===== src/rtl/pwm_multi_channel_if.sv =====
// Host-side bundle for pwm_multi_channel: run control, period/mode configuration,
// duty write port and the PWM outputs.
interface pwm_multi_channel_if #(
    parameter int WIDTH    = 8,
    parameter int CHANNELS = 4
);
    localparam int CH_W = (CHANNELS > 1) ? $clog2(CHANNELS) : 1;

    logic                enable;
    logic                center_mode;
    logic [WIDTH-1:0]    period;
    logic [CHANNELS-1:0] polarity;
    // Duty write port: wr_en is a strobe with no back-pressure; every edge
    // with wr_en=1 and a legal wr_ch loads that channel's shadow duty.
    logic                wr_en;
    logic [CH_W-1:0]     wr_ch;
    logic [WIDTH-1:0]    wr_duty;
    logic [CHANNELS-1:0] pwm_out;
    logic                period_start;

    modport master (
        output enable, center_mode, period, polarity, wr_en, wr_ch, wr_duty,
        input  pwm_out, period_start
    );

    modport slave (
        input  enable, center_mode, period, polarity, wr_en, wr_ch, wr_duty,
        output pwm_out, period_start
    );
endinterface


===== src/rtl/pwm_multi_channel.sv =====
// Multi-channel PWM with a shared period counter, shadowed duties transferred at
// the period boundary, edge/center-aligned modes and live per-channel polarity.
module pwm_multi_channel #(
    parameter int WIDTH    = 8,
    parameter int CHANNELS = 4
) (
    input  logic                 clk,
    input  logic                 rst_n,
    pwm_multi_channel_if.slave   bus
);
    localparam int CH_W = (CHANNELS > 1) ? $clog2(CHANNELS) : 1;

    logic [WIDTH-1:0]    cnt_q, cnt_d;
    logic                dir_q, dir_d;     // 0 = counting up, 1 = counting down
    logic [WIDTH-1:0]    per_a_q;
    logic                mode_a_q;
    logic [WIDTH-1:0]    shadow_q [CHANNELS];
    logic [WIDTH-1:0]    duty_a_q [CHANNELS];
    logic [CHANNELS-1:0] raw;
    logic [CHANNELS-1:0] pwm_q;
    logic                ps_q;
    logic                reload;

    // reload marks the edge on which the counter returns to 0; while disabled
    // it is held high so configuration tracks the inputs every cycle.
    always_comb begin
        cnt_d  = cnt_q;
        dir_d  = dir_q;
        reload = 1'b0;
        if (!bus.enable) begin
            cnt_d  = '0;
            reload = 1'b1;
        end else if (!mode_a_q) begin
            if (cnt_q >= per_a_q) begin
                cnt_d  = '0;
                reload = 1'b1;
            end else begin
                cnt_d = cnt_q + 1'b1;
            end
        end else if (!dir_q) begin
            if (cnt_q < per_a_q) begin
                cnt_d = cnt_q + 1'b1;
            end else if (per_a_q <= WIDTH'(1)) begin
                cnt_d  = '0;
                reload = 1'b1;
            end else begin
                cnt_d = cnt_q - 1'b1;
                dir_d = 1'b1;
            end
        end else begin
            if (cnt_q <= WIDTH'(1)) begin
                cnt_d  = '0;
                reload = 1'b1;
            end else begin
                cnt_d = cnt_q - 1'b1;
            end
        end
        if (reload) begin
            dir_d = 1'b0;
        end
    end

    always_comb begin
        raw = '0;
        for (int i = 0; i < CHANNELS; i++) begin
            raw[i] = (cnt_q < duty_a_q[i]);
        end
    end

    always_ff @(posedge clk) begin
        if (!rst_n) begin
            cnt_q    <= '0;
            dir_q    <= 1'b0;
            per_a_q  <= '0;
            mode_a_q <= 1'b0;
            pwm_q    <= '0;
            ps_q     <= 1'b0;
            for (int i = 0; i < CHANNELS; i++) begin
                shadow_q[i] <= '0;
                duty_a_q[i] <= '0;
            end
        end else begin
            cnt_q <= cnt_d;
            dir_q <= dir_d;
            if (reload) begin
                per_a_q  <= bus.period;
                mode_a_q <= bus.center_mode;
            end
            // Active duty takes the pre-edge shadow, so a same-edge write waits a period.
            for (int i = 0; i < CHANNELS; i++) begin
                if (reload) begin
                    duty_a_q[i] <= shadow_q[i];
                end
                if (bus.wr_en && (bus.wr_ch == CH_W'(i))) begin
                    shadow_q[i] <= bus.wr_duty;
                end
            end
            pwm_q <= bus.enable ? (raw ^ bus.polarity) : bus.polarity;
            ps_q  <= bus.enable && (cnt_q == '0);
        end
    end

    assign bus.pwm_out      = pwm_q;
    assign bus.period_start = ps_q;
endmodule


===== src/flat_wrapper.sv =====
// flat-port wrapper written by rule: the top's interface ports become plain ports
module pwm_multi_channel_flat 
#(
    parameter int WIDTH    = 8,
    parameter int CHANNELS = 4
)
  (clk, rst_n, bus_enable, bus_center_mode, bus_period, bus_polarity, bus_wr_en, bus_wr_ch, bus_wr_duty, bus_pwm_out, bus_period_start);
  pwm_multi_channel_if #(.WIDTH(WIDTH), .CHANNELS(CHANNELS)) bus_i ();
  input  logic clk;
  input  logic rst_n;
  input wire logic [$bits(bus_i.enable)-1:0] bus_enable;
  input wire logic [$bits(bus_i.center_mode)-1:0] bus_center_mode;
  input wire logic [$bits(bus_i.period)-1:0] bus_period;
  input wire logic [$bits(bus_i.polarity)-1:0] bus_polarity;
  input wire logic [$bits(bus_i.wr_en)-1:0] bus_wr_en;
  input wire logic [$bits(bus_i.wr_ch)-1:0] bus_wr_ch;
  input wire logic [$bits(bus_i.wr_duty)-1:0] bus_wr_duty;
  output wire logic [$bits(bus_i.pwm_out)-1:0] bus_pwm_out;
  output wire logic [$bits(bus_i.period_start)-1:0] bus_period_start;
  assign bus_i.enable = bus_enable;
  assign bus_i.center_mode = bus_center_mode;
  assign bus_i.period = bus_period;
  assign bus_i.polarity = bus_polarity;
  assign bus_i.wr_en = bus_wr_en;
  assign bus_i.wr_ch = bus_wr_ch;
  assign bus_i.wr_duty = bus_wr_duty;
  assign bus_pwm_out = bus_i.pwm_out;
  assign bus_period_start = bus_i.period_start;
  pwm_multi_channel #(.WIDTH(WIDTH), .CHANNELS(CHANNELS)) u_core (.clk(clk), .rst_n(rst_n), .bus(bus_i));
endmodule

===== config.mk =====
export PLATFORM = sky130hd
export DESIGN_NAME = pwm_multi_channel_flat
export DESIGN_NICKNAME = d
export VERILOG_FILES = /design/src/rtl/pwm_multi_channel_if.sv /design/src/rtl/pwm_multi_channel.sv /design/src/flat_wrapper.sv
export SDC_FILE = /design/constraint.sdc
export NUM_CORES = 1
export LEC_CHECK = 0
export ABC_CLOCK_PERIOD_IN_PS = 5100
export BUFFER_PORTS_ARGS = -buffer_cell sky130_fd_sc_hd__buf_2
export CAP_MARGIN = 20
export CORE_ASPECT_RATIO = 1.75
export CORE_MARGIN = 1
export CORE_UTILIZATION = 37
export DETAILED_ROUTE_END_ITERATION = 6
export MAX_ROUTING_LAYER = met4
export PLACE_DENSITY = 0.63
export SYNTH_ARGS = -nofsm -noshare
export SYNTH_HDL_FRONTEND = slang
export SYNTH_SLANG_ARGS = --single-unit

===== constraint.sdc =====
create_clock -name clk -period 5.1 [get_ports clk]
set_input_delay 0.255 -clock clk [delete_from_list [all_inputs] [get_ports clk]]
set_output_delay 0.255 -clock clk [all_outputs]
set_load 0.02 [all_outputs]

* After elaboration in Yosys (flattened, before gate mapping) *
Memory sizes are Yosys's and may differ from the RTL's.
Index checks and enable logic that the tools add are counted.
W data, S select, Z words.

storage, ports and cells
  word-level logic and storage cells = 82
  bits in registers = 23
  memories = 2
  bits in writable memories = 64
  input port bits = 27

memory list
  memory           depth  bits a word  rd ports  clocked after memory_dff  write ports  line                     source
  u_core.duty_a_q  4      8            4         0                         4            pwm_multi_channel.sv:18  logic [WIDTH-1:0] duty_a_q [CHANNELS];
  u_core.shadow_q  4      8            4         0                         4            pwm_multi_channel.sv:17  logic [WIDTH-1:0] shadow_q [CHANNELS];

operators by class
  reductions and logical operators = 10
  equality and inequality tests = 3
  add/sub/neg operators = 2
  mux-type cells = 41
  bitwise operators = 10
  $lt $le $gt $ge = 8

operator list
  operator               count
  $mux W8                14
  $lt A8 B8 Y1           5
  $mux W1                26
  $le A8 B1 Y1 const B   2
  $add A8 B1 Y8 const B  1
  $ge A8 B8 Y1           1
  $logic_not A8 Y1       1
  $or A1 B1 Y1           8
  $sub A8 B1 Y8 const B  1
  $logic_and A1 B1 Y1    5
  $eq A2 B2 Y1 const B   2
  $mux W4                1
  $reduce_and A2 Y1      2
  $xor A4 B4 Y4          1
  $eq A2 B1 Y1 const B   1
  $logic_not A2 Y1       1
  $reduce_or A2 Y1       1
  $not A1 Y1             1

* Logic depth before layout (Yosys ltp) *
  word-level depth = 10
  gate-level depth with buffers = 10
  mapped depth without buffers = 8

* Worst setup path after synthesis *
No wires, ideal clock.

  kind = flip-flop to flip-flop
  start point = reg u_core.cnt_q[0]
  end point = mem u_core.duty_a_q[0][0], enable pin
  buffers on the path = 1
  clock period less this slack = 3.071 ns
  setup time = 0.568 ns
  data arrival time = 2.503 ns
  stages on the path, launching flop included = 9
  data required time = 4.532 ns
  slack = 2.029 ns
  cell sequence = dfxtp_1 -> clkbuf_1 -> inv_1 -> ha_1 -> nand4_1 -> nor3_1 -> a2111o_1 -> o21bai_4 -> nand3_1

RTL lines
  element                   line                     source
  start: declaration        pwm_multi_channel.sv:13  logic [WIDTH-1:0] cnt_q, cnt_d;
  start signal: assignment  pwm_multi_channel.sv:83  cnt_q <= cnt_d;
  end: declaration          pwm_multi_channel.sv:18

==> impl_metrics.env <==
export IMPL_hold_end="u_core.per_a_q[5]$_SDFFE_PN0P_"
export IMPL_synth_top_cells_by_area="edfxtp_1 (42%), ha_1 (11%), dfxtp_1 (10%)"
export IMPL_synthFlopType="edfxtp_1"
export IMPL_hpwlAfterDp_microns=6960
export IMPL_worst_path_max_fanout=33
export IMPL_clk_pin_slew_worst_paths_ps=70
export IMPL_hold_start="bus_period[5]"
export IMPL_antenna_left=0
export IMPL_yosysWarnings=0
export IMPL_fmax_ghz=0.373
export IMPL_grt_pass1_vias=3130
export IMPL_clk_path_buf_depth=2
export IMPL_routabilityCongestion=0.943
export IMPL_worst_r2r_startpoint="u_core.cnt_q[6]$_SDFF_PN0_"
export IMPL_syn_to_final_growth_pct=14.4
export IMPL_dr_pass1_iters=4
export IMPL_endpoint_kind="flop"
export IMPL_die_height_microns=149
export IMPL_cts_tree="built"
export IMPL_drive_above_1_share=0.136
export IMPL_track_usage=0.160
export IMPL_synth_edf_count=64
export IMPL_outcome="finished clean"
export IMPL_vias=3044
export IMPL_num_rows=53
export IMPL_worstPathArrival_ps=2740
export IMPL_syn_nets=473
export IMPL_design_die_area_sq_mm=0.0127
export IMPL_power_leakage_nw=2.27
export IMPL_setup_viol=0
export IMPL_crit_chain="ha_1 -> nand4_1 -> nor3_1 -> a2111o_1 -> o21bai_4 -> nand3_1 -> buf_4"
export IMPL_setup_tns_final_ps=0
export IMPL_syn_cell_area_sq_mm=0.00455
export IMPL_avgSynthCellArea_sq_um=11.2
export IMPL_pwr_share_seq=0.441
export IMPL_async_flop_share=0
export IMPL_hold_buffers=0
export IMPL_insertion_delay_ps=340
export IMPL_power_switching_mw=0.590
export IMPL_ctsResizeCount=0
export IMPL_sw_frac_of_total=0.283
export IMPL_viasPerCell=4.97
export IMPL_pwr_share_clk=0.344
export IMPL_r2r_slack_ps=2420
export IMPL_crit_slowest_cell="dfxtp_1"
export IMPL_ys_types=40
export IMPL_cts_root_buf="clkbuf_16"
export IMPL_seq_area_frac_synth=0.524
export IMPL_grt_pass1_wl_microns=14900
export IMPL_skew_ps=6.28
export IMPL_ys_seq_elements=87
export IMPL_cts_buffers=9
export IMPL_die_w_microns=85.8
export IMPL_nets=510
export IMPL_final_hold_viol_count=0
export IMPL_hp_class="in2reg"
export IMPL_antenna_found_initial=0
export IMPL_io_pin_count=32
export IMPL_combinationalPowerShare=0.216
export IMPL_worstReg2RegEnd="u_core.duty_a_q[0][6]$_SDFFCE_PN0P_"
export IMPL_grt_setup_unrepaired="false"
export IMPL_core_area_sq_mm=0.0120
export IMPL_post_route_min_period_ps=2680
export IMPL_relSlewSlack=0.453
export IMPL_yosys_area_top_type="edfxtp_1"
export IMPL_syn_inst=406
export IMPL_start_util=0.379
export IMPL_slew_violations=0
export IMPL_htreeDepth=3
export IMPL_crit_type="reg2reg"
export IMPL_gr_total_overflow=0
export IMPL_cp_required_ps=5160
export IMPL_crit_path_start_kind="flop"
export IMPL_worst_path_largest_cell_delay_ps=640
export IMPL_worst_pin_slew_ps=811
export IMPL_ir_worst_vdd_uv=193
export IMPL_io_buffers=31
export IMPL_wire_per_inst_microns=14.6
export IMPL_drc=0
export IMPL_rr_worst_depth=7
export IMPL_finalCritPeriodShare=0.526
export IMPL_drt_iter0_drc=145
export IMPL_yosysTopAreaCellShare=0.423
export IMPL_cts_setup_buffers=0
export IMPL_hold_path_depth=3
export IMPL_yosys_top_cells_count="and2_1 (64), edfxtp_1 (64), ha_1 (40)"
export IMPL_clock_sinks=87
export IMPL_grt_max_degree=35
export IMPL_intPower_mw=1.49
export IMPL_cap_violations=0
export IMPL_cellPowerDensity_mw_per_mm2=400
export IMPL_diodes=0
export IMPL_fin_util=0.433
export IMPL_finalWirelength_microns=8970
[area by class of cell]
class / count / area (sq um)
flip-flops and latches: 87 / 2380
fillers: 1162 / 6800
multi-input cells: 270 / 1950
repair buffers: 36 / 190
clock buffers: 9 / 225
well taps: 165 / 206
inverters: 39 / 146
clock inverters: 7 / 103
[through the flow]
step | instance area [sq um] | setup slack [ps] | power, mW | instances | hold WS [ps]
floorplan | 4550 | 2030 | 1.26 | 406 | 394
global placement | 4870 | 2450 | 1.37 | 596 | 453
detailed placement | 4870 | 2440 | 1.38 | 597 | 462
CTS | 5200 | 2420 | 2.11 | 613 | 138
global route | 5200 | 2270 | 2.19 | 613 | 159
finish | 5200 | 2420 | 2.08 | 613 | 153
[logic make-up after synthesis]
family / after synthesis / share of synthesized area
compound gates: 59 / 0.0933
flops: 87 / 0.524
xor+xnor: 6 / 0.0116
buf+inv: 49 / 0.0473
mux: 13 / 0.0286
fa+ha+maj: 40 / 0.110
simple gates: 152 / 0.185
[placed cells by master (no fill, tap or decap), drive strengths merged, types with 2 or more instances in the layout]
cell type	n
edfxtp	64
o21bai	2
and2	65
a21o	13
a22oi	3
bufinv	2
clkbuf	9
nand2b	14
clkinv	2
or3	2
nand4	7
dfxtp	23
xor2	5
nor3	7
and3	4
buf	36
o21ai	9
inv	41
nand3	6
nand2	30
a221oi	3
mux2i	13
nor4	3
a21oi	22
nor2	13
ha	40
[power by group through the flow]
stage / clock network (mW) / logic (mW) / registers [mW]
2_1_floorplan: 0 / 0.339 / 0.925
3_3_place_gp: 0 / 0.436 / 0.931
3_5_place_dp: 0 / 0.450 / 0.934
4_1_cts: 0.734 / 0.452 / 0.919
5_1_grt: 0.755 / 0.503 / 0.929
6_report: 0.716 / 0.449 / 0.917
[registers in the layout, indices dropped and copies added (netlist names)]
name,cells
u_core.mode_a_q,1
u_core.dir_q,1
u_core.cnt_q,8
u_core.shadow_q,32
u_core.bus.period_start,1
u_core.per_a_q,8
u_core.bus.pwm_out,4
u_core.duty_a_q,32
[critical path: cells and delay by family (launching register included)]
kind	cells	cell delay [ps]
adder cells (fa/ha/maj)	1	360
flip-flops	1	640
AND/OR/NAND/NOR	3	370
buffers and inverters	1	290
AO/OA/AOI/OAI	2	730
[per-layer routing]
layer / part of all wire / vias up / global-route usage / wire, microns
met5: 0 / - / - / 0
met4: 0.039 / 0 / 0.0825 / 350
met3: 0.028 / 30 / 0.0327 / 254
met2: 0.60 / 60 / 0.317 / 5370
met1: 0.33 / 1465 / 0.136 / 3000
li1: - / 1489 / - / -
[worst max-delay path by stage]
stage / startpoint / endpoint / slack, ps / cells past startpoint
3_5_place_dp: u_core.cnt_q[6]$_SDFF_PN0_ / u_core.duty_a_q[1][3]$_SDFFCE_PN0P_ / 2440 / 7
6_report: u_core.cnt_q[6]$_SDFF_PN0_ / u_core.duty_a_q[0][6]$_SDFFCE_PN0P_ / 2420 / 7
3_3_place_gp: u_core.cnt_q[6]$_SDFF_PN0_ / u_core.duty_a_q[1][3]$_SDFFCE_PN0P_ / 2450 / 7
2_1_floorplan: u_core.cnt_q[0]$_SDFF_PN0_ / u_core.duty_a_q[0][0]$_SDFFCE_PN0P_ / 2030 / 8
5_1_grt: u_core.cnt_q[6]$_SDFF_PN0_ / u_core.duty_a_q[3][7]$_SDFFCE_PN0P_ / 2270 / 7
4_1_cts: u_core.cnt_q[6]$_SDFF_PN0_ / u_core.duty_a_q[0][0]$_SDFFCE_PN0P_ / 2420 / 7
(Power assumes the default switching activity.)
